===== src/rtl/logictools_pkg.sv =====
// Shared definitions for the logictools capture and pattern blocks.
//   TRACE_WIDTH : number of shield pins traced
//   CNT_W       : width of sample counters and period dividers
//   trace_state_e : capture sequencer states
package logictools_pkg;

  localparam int unsigned TRACE_WIDTH = 20;
  localparam int unsigned CNT_W       = 16;

  typedef enum logic [1:0] {
    IDLE    = 2'd0,
    ARMED   = 2'd1,
    CAPTURE = 2'd2,
    DONE    = 2'd3
  } trace_state_e;

endpackage


===== src/rtl/trace_sample_tick.sv =====
// Sample-period divider: div_cnt runs 0..clk_div and tick_c marks the last
// count of each period. clear restarts the period on the next edge.
//   clk, reset : clock, async active-high reset
//   clear      : synchronous restart of the period
//   clk_div    : period minus 1 (0 = tick every cycle)
//   tick_c     : combinational, high while div_cnt == clk_div
module trace_sample_tick #(
  parameter int unsigned CNT_W = logictools_pkg::CNT_W
) (
  input  logic             clk,
  input  logic             reset,
  input  logic             clear,
  input  logic [CNT_W-1:0] clk_div,
  output logic             tick_c
);

  logic [CNT_W-1:0] div_cnt;

  // >= so a shortened period (clk_div changed) wraps instead of running to 2^CNT_W
  always_ff @(posedge clk or posedge reset) begin
    if (reset) begin
      div_cnt <= '0;
    end else if (clear || (div_cnt >= clk_div)) begin
      div_cnt <= '0;
    end else begin
      div_cnt <= div_cnt + CNT_W'(1);
    end
  end

  assign tick_c = (div_cnt == clk_div);

endmodule


===== src/rtl/logic_trace_sampler.sv =====
// Trace capture front end: synchronizes the pins, decimates them, waits for
// a masked trigger pattern and streams a fixed number of samples out through
// a single-entry AXI4-Stream style output register.
//   clk, reset          : sampling clock, async active-high reset
//   pin_in              : raw asynchronous pin values
//   start / abort       : one-cycle pulses to arm / cancel a capture
//   clk_div             : sample period minus 1, hold stable while busy
//   sample_count        : samples emitted after trigger (0 means 1)
//   trig_mask/trig_value: masked trigger pattern
//   m_tdata/m_tvalid/m_tready/m_tlast : sample stream
//   busy, triggered, overflow, done   : status
module logic_trace_sampler
  import logictools_pkg::*;
#(
  parameter int unsigned WIDTH = TRACE_WIDTH,
  parameter int unsigned CNT_W = logictools_pkg::CNT_W
) (
  input  logic             clk,
  input  logic             reset,
  input  logic [WIDTH-1:0] pin_in,
  input  logic             start,
  input  logic             abort,
  input  logic [CNT_W-1:0] clk_div,
  input  logic [CNT_W-1:0] sample_count,
  input  logic [WIDTH-1:0] trig_mask,
  input  logic [WIDTH-1:0] trig_value,
  output logic [WIDTH-1:0] m_tdata,
  output logic             m_tvalid,
  input  logic             m_tready,
  output logic             m_tlast,
  output logic             busy,
  output logic             triggered,
  output logic             overflow,
  output logic             done
);

  // Two-flop synchronizer on the asynchronous pins
  logic [WIDTH-1:0] sync1, sync2;

  always_ff @(posedge clk or posedge reset) begin
    if (reset) begin
      sync1 <= '0;
      sync2 <= '0;
    end else begin
      sync1 <= pin_in;
      sync2 <= sync1;
    end
  end

  // Sample period divider
  logic div_clear_c;
  logic tick_c;

  trace_sample_tick #(.CNT_W(CNT_W)) u_tick (
    .clk     (clk),
    .reset   (reset),
    .clear   (div_clear_c),
    .clk_div (clk_div),
    .tick_c  (tick_c)
  );

  trace_state_e     state, state_next;
  logic [CNT_W-1:0] emit_cnt, emit_cnt_next;
  logic [CNT_W-1:0] cnt_max, cnt_max_next;
  logic [CNT_W-1:0] cnt_inc;
  logic [WIDTH-1:0] mask_q, mask_next;
  logic [WIDTH-1:0] value_q, value_next;
  logic [WIDTH-1:0] tdata_next;
  logic             tvalid_next, tlast_next;
  logic             triggered_next, overflow_next, busy_next, done_next;
  logic             emit, emit_last, accept, hit;

  // Sequencer next state plus output register update
  always_comb begin
    state_next     = state;
    emit_cnt_next  = emit_cnt;
    cnt_max_next   = cnt_max;
    mask_next      = mask_q;
    value_next     = value_q;
    tdata_next     = m_tdata;
    tvalid_next    = m_tvalid;
    tlast_next     = m_tlast;
    triggered_next = triggered;
    overflow_next  = overflow;
    div_clear_c    = 1'b0;
    emit           = 1'b0;
    emit_last      = 1'b0;
    accept         = m_tvalid & m_tready;
    hit            = ((sync2 & mask_q) == (value_q & mask_q));
    cnt_inc        = emit_cnt + CNT_W'(1);

    case (state)
      IDLE: begin
        if (start && !abort) begin
          state_next     = ARMED;
          triggered_next = 1'b0;
          overflow_next  = 1'b0;
          emit_cnt_next  = '0;
          cnt_max_next   = (sample_count == '0) ? CNT_W'(1) : sample_count;
          mask_next      = trig_mask;
          value_next     = trig_value;
          div_clear_c    = 1'b1;
        end
      end
      ARMED: begin
        if (abort) begin
          state_next = IDLE;
        end else if (tick_c && hit) begin
          // The trigger sample is itself sample 1 of the capture
          triggered_next = 1'b1;
          emit           = 1'b1;
          emit_cnt_next  = CNT_W'(1);
          emit_last      = (cnt_max == CNT_W'(1));
          state_next     = emit_last ? DONE : CAPTURE;
        end
      end
      CAPTURE: begin
        if (abort) begin
          state_next = IDLE;
        end else if (tick_c) begin
          emit          = 1'b1;
          emit_cnt_next = cnt_inc;
          emit_last     = (cnt_inc == cnt_max);
          if (emit_last) begin
            state_next = DONE;
          end
        end
      end
      DONE: begin
        state_next = IDLE;
      end
      default: begin
        state_next = IDLE;
      end
    endcase

    if (accept) begin
      tvalid_next = 1'b0;
    end

    // Load when the slot is free or draining this cycle; otherwise drop.
    // A dropped final sample still marks the held word as last so the
    // stream is always terminated.
    if (emit) begin
      if (!m_tvalid || accept) begin
        tdata_next  = sync2;
        tlast_next  = emit_last;
        tvalid_next = 1'b1;
      end else begin
        overflow_next = 1'b1;
        if (emit_last) begin
          tlast_next = 1'b1;
        end
      end
    end

    busy_next = (state_next == ARMED) || (state_next == CAPTURE);
    done_next = (state_next == DONE);
  end

  // State, latched capture setup and registered outputs
  always_ff @(posedge clk or posedge reset) begin
    if (reset) begin
      state     <= IDLE;
      emit_cnt  <= '0;
      cnt_max   <= '0;
      mask_q    <= '0;
      value_q   <= '0;
      m_tdata   <= '0;
      m_tvalid  <= 1'b0;
      m_tlast   <= 1'b0;
      busy      <= 1'b0;
      triggered <= 1'b0;
      overflow  <= 1'b0;
      done      <= 1'b0;
    end else begin
      state     <= state_next;
      emit_cnt  <= emit_cnt_next;
      cnt_max   <= cnt_max_next;
      mask_q    <= mask_next;
      value_q   <= value_next;
      m_tdata   <= tdata_next;
      m_tvalid  <= tvalid_next;
      m_tlast   <= tlast_next;
      busy      <= busy_next;
      triggered <= triggered_next;
      overflow  <= overflow_next;
      done      <= done_next;
    end
  end

endmodule


===== config.mk =====
export PLATFORM = sky130hd
export DESIGN_NAME = logic_trace_sampler
export DESIGN_NICKNAME = d
export VERILOG_FILES = /design/src/rtl/logictools_pkg.sv /design/src/rtl/trace_sample_tick.sv /design/src/rtl/logic_trace_sampler.sv
export SDC_FILE = /design/constraint.sdc
export NUM_CORES = 1
export LEC_CHECK = 0
export CAP_MARGIN = 20
export CORE_MARGIN = 5
export CORE_UTILIZATION = 57
export DETAILED_ROUTE_END_ITERATION = 12
export PLACE_DENSITY_LB_ADDON = 0.05
export REMOVE_ABC_BUFFERS = 1
export SYNTH_ARGS = -nofsm -noshare
export SYNTH_HDL_FRONTEND = slang
export SYNTH_HIERARCHICAL = 1
export SYNTH_SLANG_ARGS = --single-unit

===== constraint.sdc =====
create_clock -name clk -period 8.9 [get_ports clk]
set_input_delay 1.335 -clock clk [delete_from_list [all_inputs] [get_ports clk]]
set_output_delay 1.335 -clock clk [all_outputs]
set_load 0.01 [all_outputs]

==> results of run 1 <==
path summary, 6_finish.rpt:
kind / start / end / slack (ns) / cells after the start
setup reg to reg: u_tick/div_cnt[15] / emit_cnt[14] / 5.05 / 9
min in group asynchronous: reset / mask_q[4] / 1.42 / 2
hold reg to reg: sync1[19] / sync2[19] / 0.35 / 0
hold / removal: sync1[19] / sync2[19] / 0.35 / 0
max in group asynchronous: reset / sync2[7] / 6.16 / 3
setup / recovery: clk_div[15] / emit_cnt[14] / 4.06 / 11
power breakdown:
group          leakage (nW)  internal, mW  switching, mW
Combinational          2.02         0.213          0.269
Clock                 0.264         0.396          0.285
Sequential             1.99         0.855          0.117
cell type report:
| class | count | area share (%) |
|---|---|---|
| Sequential cell | 156 | 42.56 |
| Multi-Input combinational cell | 497 | 33.82 |
| Timing Repair Buffer | 127 | 13.94 |
| Clock buffer | 20 | 4.980 |
| Tap cell | 172 | 2.347 |
| Inverter | 31 | 1.323 |
| Clock inverter | 10 | 1.023 |
critical path, delay by kind of cell:
family	cells	cell delay (ns)
adder cells (fa/ha/maj)	1	0.33
buffers and inverters	2	0.51
AO/OA/AOI/OAI	4	1.45
AND/OR/NAND/NOR	4	1.49
placed cells by master, fill, tap and decap left out, drive strengths merged, types with 8 or more instances in the layout:
master,synthesis,layout
a21oi,16,16
a22oi,8,8
clkbuf,22,20
clkdlybuf4s50,0,122
dfrtp,156,156
ha,22,22
inv,31,32
mux2,20,20
nand2,195,195
nand3,16,16
nand4,18,18
nor2,15,15
nor3,15,15
nor4,12,12
o21ai,28,28
o31ai,13,13
xnor2,15,15
xor2,36,36
per-stage QoR:
stage	total power [mW]	hold WS (ns)	std cells	setup slack, ns	util (%)
after detailed placement	1.461	0.3347	982	3.315	68.37
final	2.135	0.3472	1013	4.058	72.97
after global routing	2.260	0.3518	1013	3.803	72.97
after global placement	1.436	0.3329	982	3.457	68.37
after floorplan	1.287	0.3312	684	3.812	-
after CTS	2.145	0.3478	1012	3.751	72.75
logic make-up after synthesis:
group           after synthesis  synth area share, %
mux                          20                3.094
buf+inv                      62                3.851
fa+ha+maj                    22                3.782
simple gates                306                20.29
compound gates               98                9.215
flops                       156                53.64
xor+xnor                     51                6.137
registers in the layout, indices dropped and copies added (netlist names), 2 cells and up:
register        cells
emit_cnt           16
cnt_max            16
m_tdata            20
state               2
sync2              20
mask_q             20
value_q            20
sync1              20
u_tick/div_cnt     16
metal layers:
| metal | part of all wire [%] | global-route usage (%) |
|---|---|---|
| met1 | 44 | 31.71 |
| met2 | 49 | 39.73 |
| met3 | 5.3 | 5.672 |
| met4 | 1.5 | 6.090 |
| met5 | 0 | 0 |
==> reports/summary.txt, run 1 <==
status -> finished, final reports clean
area of the multi-input gates -> 0.003102 sq mm
Vias/cell -> 5.559
nets -> 949
DP Area -> 0.008593 sq mm
ys async rst share -> 100.0%
Warnings, synthesis -> 6
Ant. Diodes -> 0
Post-Syn Instances -> 715
DRT Pass-1 Iters -> 7
number of synthesized flops with an enable pin -> 0
share of the synthesized area in the top cell type -> 53.64%
HPWL Detailed -> 11770 um
max cap viols -> 0
clk root buf -> clkbuf_16
CTS tree -> yes
clk buf depth -> 2
most common cell in the synthesized netlist -> nand2_1
drt drc -> 0
share of cells above drive strength 1 -> 9.037%
# Post-CTS Setup Buffers -> 0
Slew HR -> 28.52%
CORE AREA -> 0.01257 sq mm
# setup viols final -> 0
Hold Violations, Final -> 0
chip width -> 123 um
fill cell count -> 914
top post-synthesis cells by area -> dfrtp_1, nand2_1, xor2_1, ha_1, mux2_2
# hold bufs at CTS -> 0
GRT Overall Usage -> 23.84%
final slew viol count -> 0
RSZ-0062 raised after global routing -> no
GRT overflow -> 0
Crit path required time -> 9.17 ns
Final Skew -> 0.01219 ns
Critical Path Sink Type -> register
post-CTS resize count -> 0
clk_lat worst skew -> 0.43 ns
fin crit share -> 54.41%
# IOs -> 123
Synth top cells by count -> nand2_1, dfrtp_1, xor2_1
vias in the first global route -> 5749
Die Area -> 0.01513 sq mm
CP Data Arrival Time -> 5.12 ns
min Tclk post-route -> 4.842 ns
maximum vdd drop -> 0.1607 mV
Avg WL per Cell -> 16.72 um
Post-Syn Area -> 0.007278 sq mm
largest net degree at the start of global routing -> 73
Clock transition at path regs -> 0.06 ns
syn avg cell area -> 10.18 sq um
row cnt -> 41
Synth Register Bits -> 156
Initial Util -> 57.91%
Leak -> 4.277 nW
Placer Congestion -> 0.8694
slew at the pin with the worst max-slew slack -> 1.067 ns
cts bufs inserted -> 17
Startpoint Class -> input pin
dominant cell type by area after synthesis -> dfrtp_1
critical path type -> in2reg
most frequent cell on the critical path -> o21ai_0
CTS sink cnt -> 156
final design area excluding fillers -> 0.009171 sq mm
routed wire length -> 16940 um
drt first-iter violations -> 507
register area -> 0.003904 sq mm
crit path max fanout -> 15
via count -> 5631
slowest stage delay, CP -> 0.61 ns
area added between synthesis and finish -> 26.01%
sequential-to-total area share from yosys stat -> 53.64%
Peak Freq -> 0.2065 GHz
Power Density -> 232.8 mW/mm^2
Max stage delay cell, worst path -> or4_4
Hold WC Path Type -> reg2reg
port bufs -> 122
H-tree level count -> 4
synth unique cells -> 58
initial antenna violation count -> 0
number of routed nets with antenna violations -> 0
Top FF cell, synth -> dfrtp_1
total negative slack -> 0 ns
crit path cell chain -> clkdlybuf4s50_1 > inv_1 > ha_1 > nand4_2 > or4_4 > nor2_1 > nand4_1 > o31ai_2 > o211ai_1 > o21ai_0 > o21ai_0
die height -> 123 um
first-pass GRT wire length -> 27990 um
Note: power is estimated with default switching activity, not from simulation.
==> run 2: changes to the inputs <==
--- a/config.mk
+++ b/config.mk
@@ -7,7 +7,7 @@
 export LEC_CHECK = 0
 export CAP_MARGIN = 20
 export CORE_MARGIN = 5
-export CORE_UTILIZATION = 57
+export CORE_UTILIZATION = 53
 export DETAILED_ROUTE_END_ITERATION = 12
 export PLACE_DENSITY_LB_ADDON = 0.05
 export REMOVE_ABC_BUFFERS = 1
==> constraint.sdc (replaced) <==
create_clock -name clk -period 4.95 [get_ports clk]
set_input_delay 0.7425 -clock clk [delete_from_list [all_inputs] [get_ports clk]]
set_output_delay 0.7425 -clock clk [all_outputs]
set_load 0.01 [all_outputs]
==> reports/summary.txt, run 2 (synthesis gave the netlist of run 1 again) <==
status -> finished, final reports clean (unchanged)
Crit path required time -> 5.25 ns (was 9.17 ns)
min Tclk post-route -> 4.194 ns
Tot Pwr -> 4.051 mW (was 2.135 mW)
chip width -> 127.2 um (was 123 um)
Max stage delay cell, worst path -> or4_4 (unchanged)
CTS tree -> yes (unchanged)
cts bufs inserted -> 17 (unchanged)
Hold Violations, Final -> 0 (unchanged)
GRT overflow -> 0 (unchanged)
HPWL Detailed -> 12150 um (was 11770 um)
Leak -> 4.330 nW (was 4.277 nW)
GRT Overall Usage -> 22.34% (was 23.84%)
largest net degree at the start of global routing -> 113 (was 73)
Startpoint Class -> input pin (unchanged)
clk buf depth -> 2 (unchanged)
Peak Freq -> 0.2384 GHz
Worst path top cell family by delay -> simple AND/OR/NAND/NOR gates (unchanged)
P_sw -> 1.243 mW (was 0.6713 mW)
switch share -> 30.69% (was 31.43%)
# Post-CTS Setup Buffers -> 0 (unchanged)
slowest stage delay, CP -> 0.61 ns (about the same)
max cap viols -> 0 (unchanged)
Die Area -> 0.01618 sq mm (was 0.01513 sq mm)
Power Density -> 436.1 mW/mm^2 (was 232.8 mW/mm^2)
port bufs -> 122 (unchanged)
first-pass GRT wire length -> 28860 um (was 27990 um)
Int Pwr -> 2.808 mW (was 1.464 mW)
Clock Power Share -> 35.4% (was 31.9%)
drt drc -> 0 (unchanged)
# hold bufs at CTS -> 0 (unchanged)
RSZ-0062 raised after global routing -> no (unchanged)
most common cell after layout, fill and taps aside -> nand2_1 (unchanged)
clk root buf -> clkbuf_16 (unchanged)
DP Cell Count -> 987 (was 982)
number of routed nets with antenna violations -> 0 (unchanged)
DP Area -> 0.008606 sq mm (was 0.008593 sq mm)
vias in the first global route -> 5899 (was 5749)
fill cell count -> 1053 (was 914)
DRT Pass-1 Iters -> 5 (was 7)
Logic pwr share -> 21.4% (was 22.6%)
Finished Core Util -> 69.59% (was 72.97%)
Place WS -> 0.3449 ns (was 3.315 ns)
Final Skew -> 0.01369 ns (was 0.01219 ns)
row cnt -> 42 (was 41)
CTS sink cnt -> 156 (unchanged)
die height -> 127.2 um (was 123 um)
initial antenna violation count -> 0 (unchanged)
area added between synthesis and finish -> 27.63% (was 26.01%)
routed wire length -> 17140 um (was 16940 um)
post-CTS resize count -> 0 (unchanged)
Vias/cell -> 5.462 (was 5.559)
highest-count cells in the layout ignoring fill and taps -> nand2_1, dfrtp_1, clkdlybuf4s50_1 (unchanged)
share of cells above drive strength 1 -> 9.360% (was 9.037%)
CORE AREA -> 0.01335 sq mm (was 0.01257 sq mm)
nets -> 950 (was 949)
final slew viol count -> 0 (unchanged)
total negative slack -> 0 ns (unchanged)
crit path buf inv count -> 2 (unchanged)
via count -> 5571 (was 5631)
# setup viols final -> 0 (unchanged)
Clock transition at path regs -> 0.06 ns (about the same)
register share of total power -> 43.3% (was 45.5%)
most frequent cell on the critical path -> ha_1 (was o21ai_0)
# IOs -> 123 (unchanged)
crit path max fanout -> 7 (was 15)
maximum vdd drop -> 0.3350 mV (was 0.1607 mV)
CP Data Arrival Time -> 4.50 ns (was 5.12 ns)
Initial Util -> 54.53% (was 57.91%)
final cell count without fillers -> 1020 (was 1013)
Slew HR -> 34.46% (was 28.52%)
Ant. Diodes -> 0 (unchanged)
drt first-iter violations -> 470 (was 507)
H-tree level count -> 4 (unchanged)
slew at the pin with the worst max-slew slack -> 0.9788 ns (was 1.067 ns)
clk_lat worst skew -> 0.43 ns (about the same)
critical path type -> in2reg (unchanged)
fin crit share -> 84.73%
Hold WC Path Type -> reg2reg (unchanged)
crit path cell chain -> clkdlybuf4s50_1 > inv_1 > ha_1 > nand4_2 > or4_4 > nor2_1 > nand2_1 > nor4_1 > nand4_1 > nor4_2 > a31oi_1 > o211ai_1 > ha_1 (was clkdlybuf4s50_1 > inv_1 > ha_1 > nand4_2 > or4_4 > nor2_1 > nand4_1 > o31ai_2 > o211ai_1 > o21ai_0 > o21ai_0)
Final Worst Setup Slack -> 0.7557 ns (was 4.058 ns)
Avg WL per Cell -> 16.80 um (was 16.72 um)
Critical Path Sink Type -> register (unchanged)
worst hold slack -> 0.3450 ns (was 0.3472 ns)
Placer Congestion -> 0.8536 (was 0.8694)
final design area excluding fillers -> 0.009289 sq mm (was 0.009171 sq mm)
-- run 2: changes by cell type in the layout (fill, tap and decap cells not counted), sizes merged --
| cell | change |
|---|---|
| inv | +3 |
| clkbuf | -1 |
| bufinv | +3 |
| clkinvlp | -2 |
| clkinv | -1 |
| buf | +1 |
-- run 2: cell type report --
cell class	count	area, sq um	area share, %
timing repair buffer	128	1286	13.85
clock inverter	13	202.7	2.182
multi-input combinational	497	3102	33.39
sequential	156	3904	42.03
inverter	31	121.4	1.307
clock buffer	19	452.9	4.876
tap	176	220.2	2.371
-- run 2: final timing paths --
kind,from,end,depth (start not counted),slack [ns]
worst min-delay path,sync1[17],sync2[17],0,0.35
worst min register to register,sync1[17],sync2[17],0,0.35
worst max-delay path,clk_div[15],busy,13,0.76
max in group asynchronous,reset,mask_q[0],3,3.67
min in group asynchronous,reset,value_q[2],2,0.60
worst max register to register,u_tick/div_cnt[13],busy,11,1.15
-- run 2: power groups by stage --
stage	Combinational (mW)	Sequential, mW	Clock, mW
2_1_floorplan	0.602	1.71	0
3_3_place_gp	0.830	1.76	0
3_5_place_dp	0.864	1.77	0
4_1_cts	0.873	1.75	1.45
5_1_grt	0.982	1.79	1.51
6_report	0.866	1.75	1.43
-- run 2: layer usage --
| metal | up-vias | GRT usage, % | share of wire (%) |
|---|---|---|---|
| li1 | 2676 | - | - |
| met4 | 0 | 6.751 | 1.4 |
| met3 | 19 | 5.509 | 4.8 |
| met1 | 2731 | 29.57 | 44 |
| met5 | - | 0 | 0 |
| met2 | 145 | 36.71 | 50 |
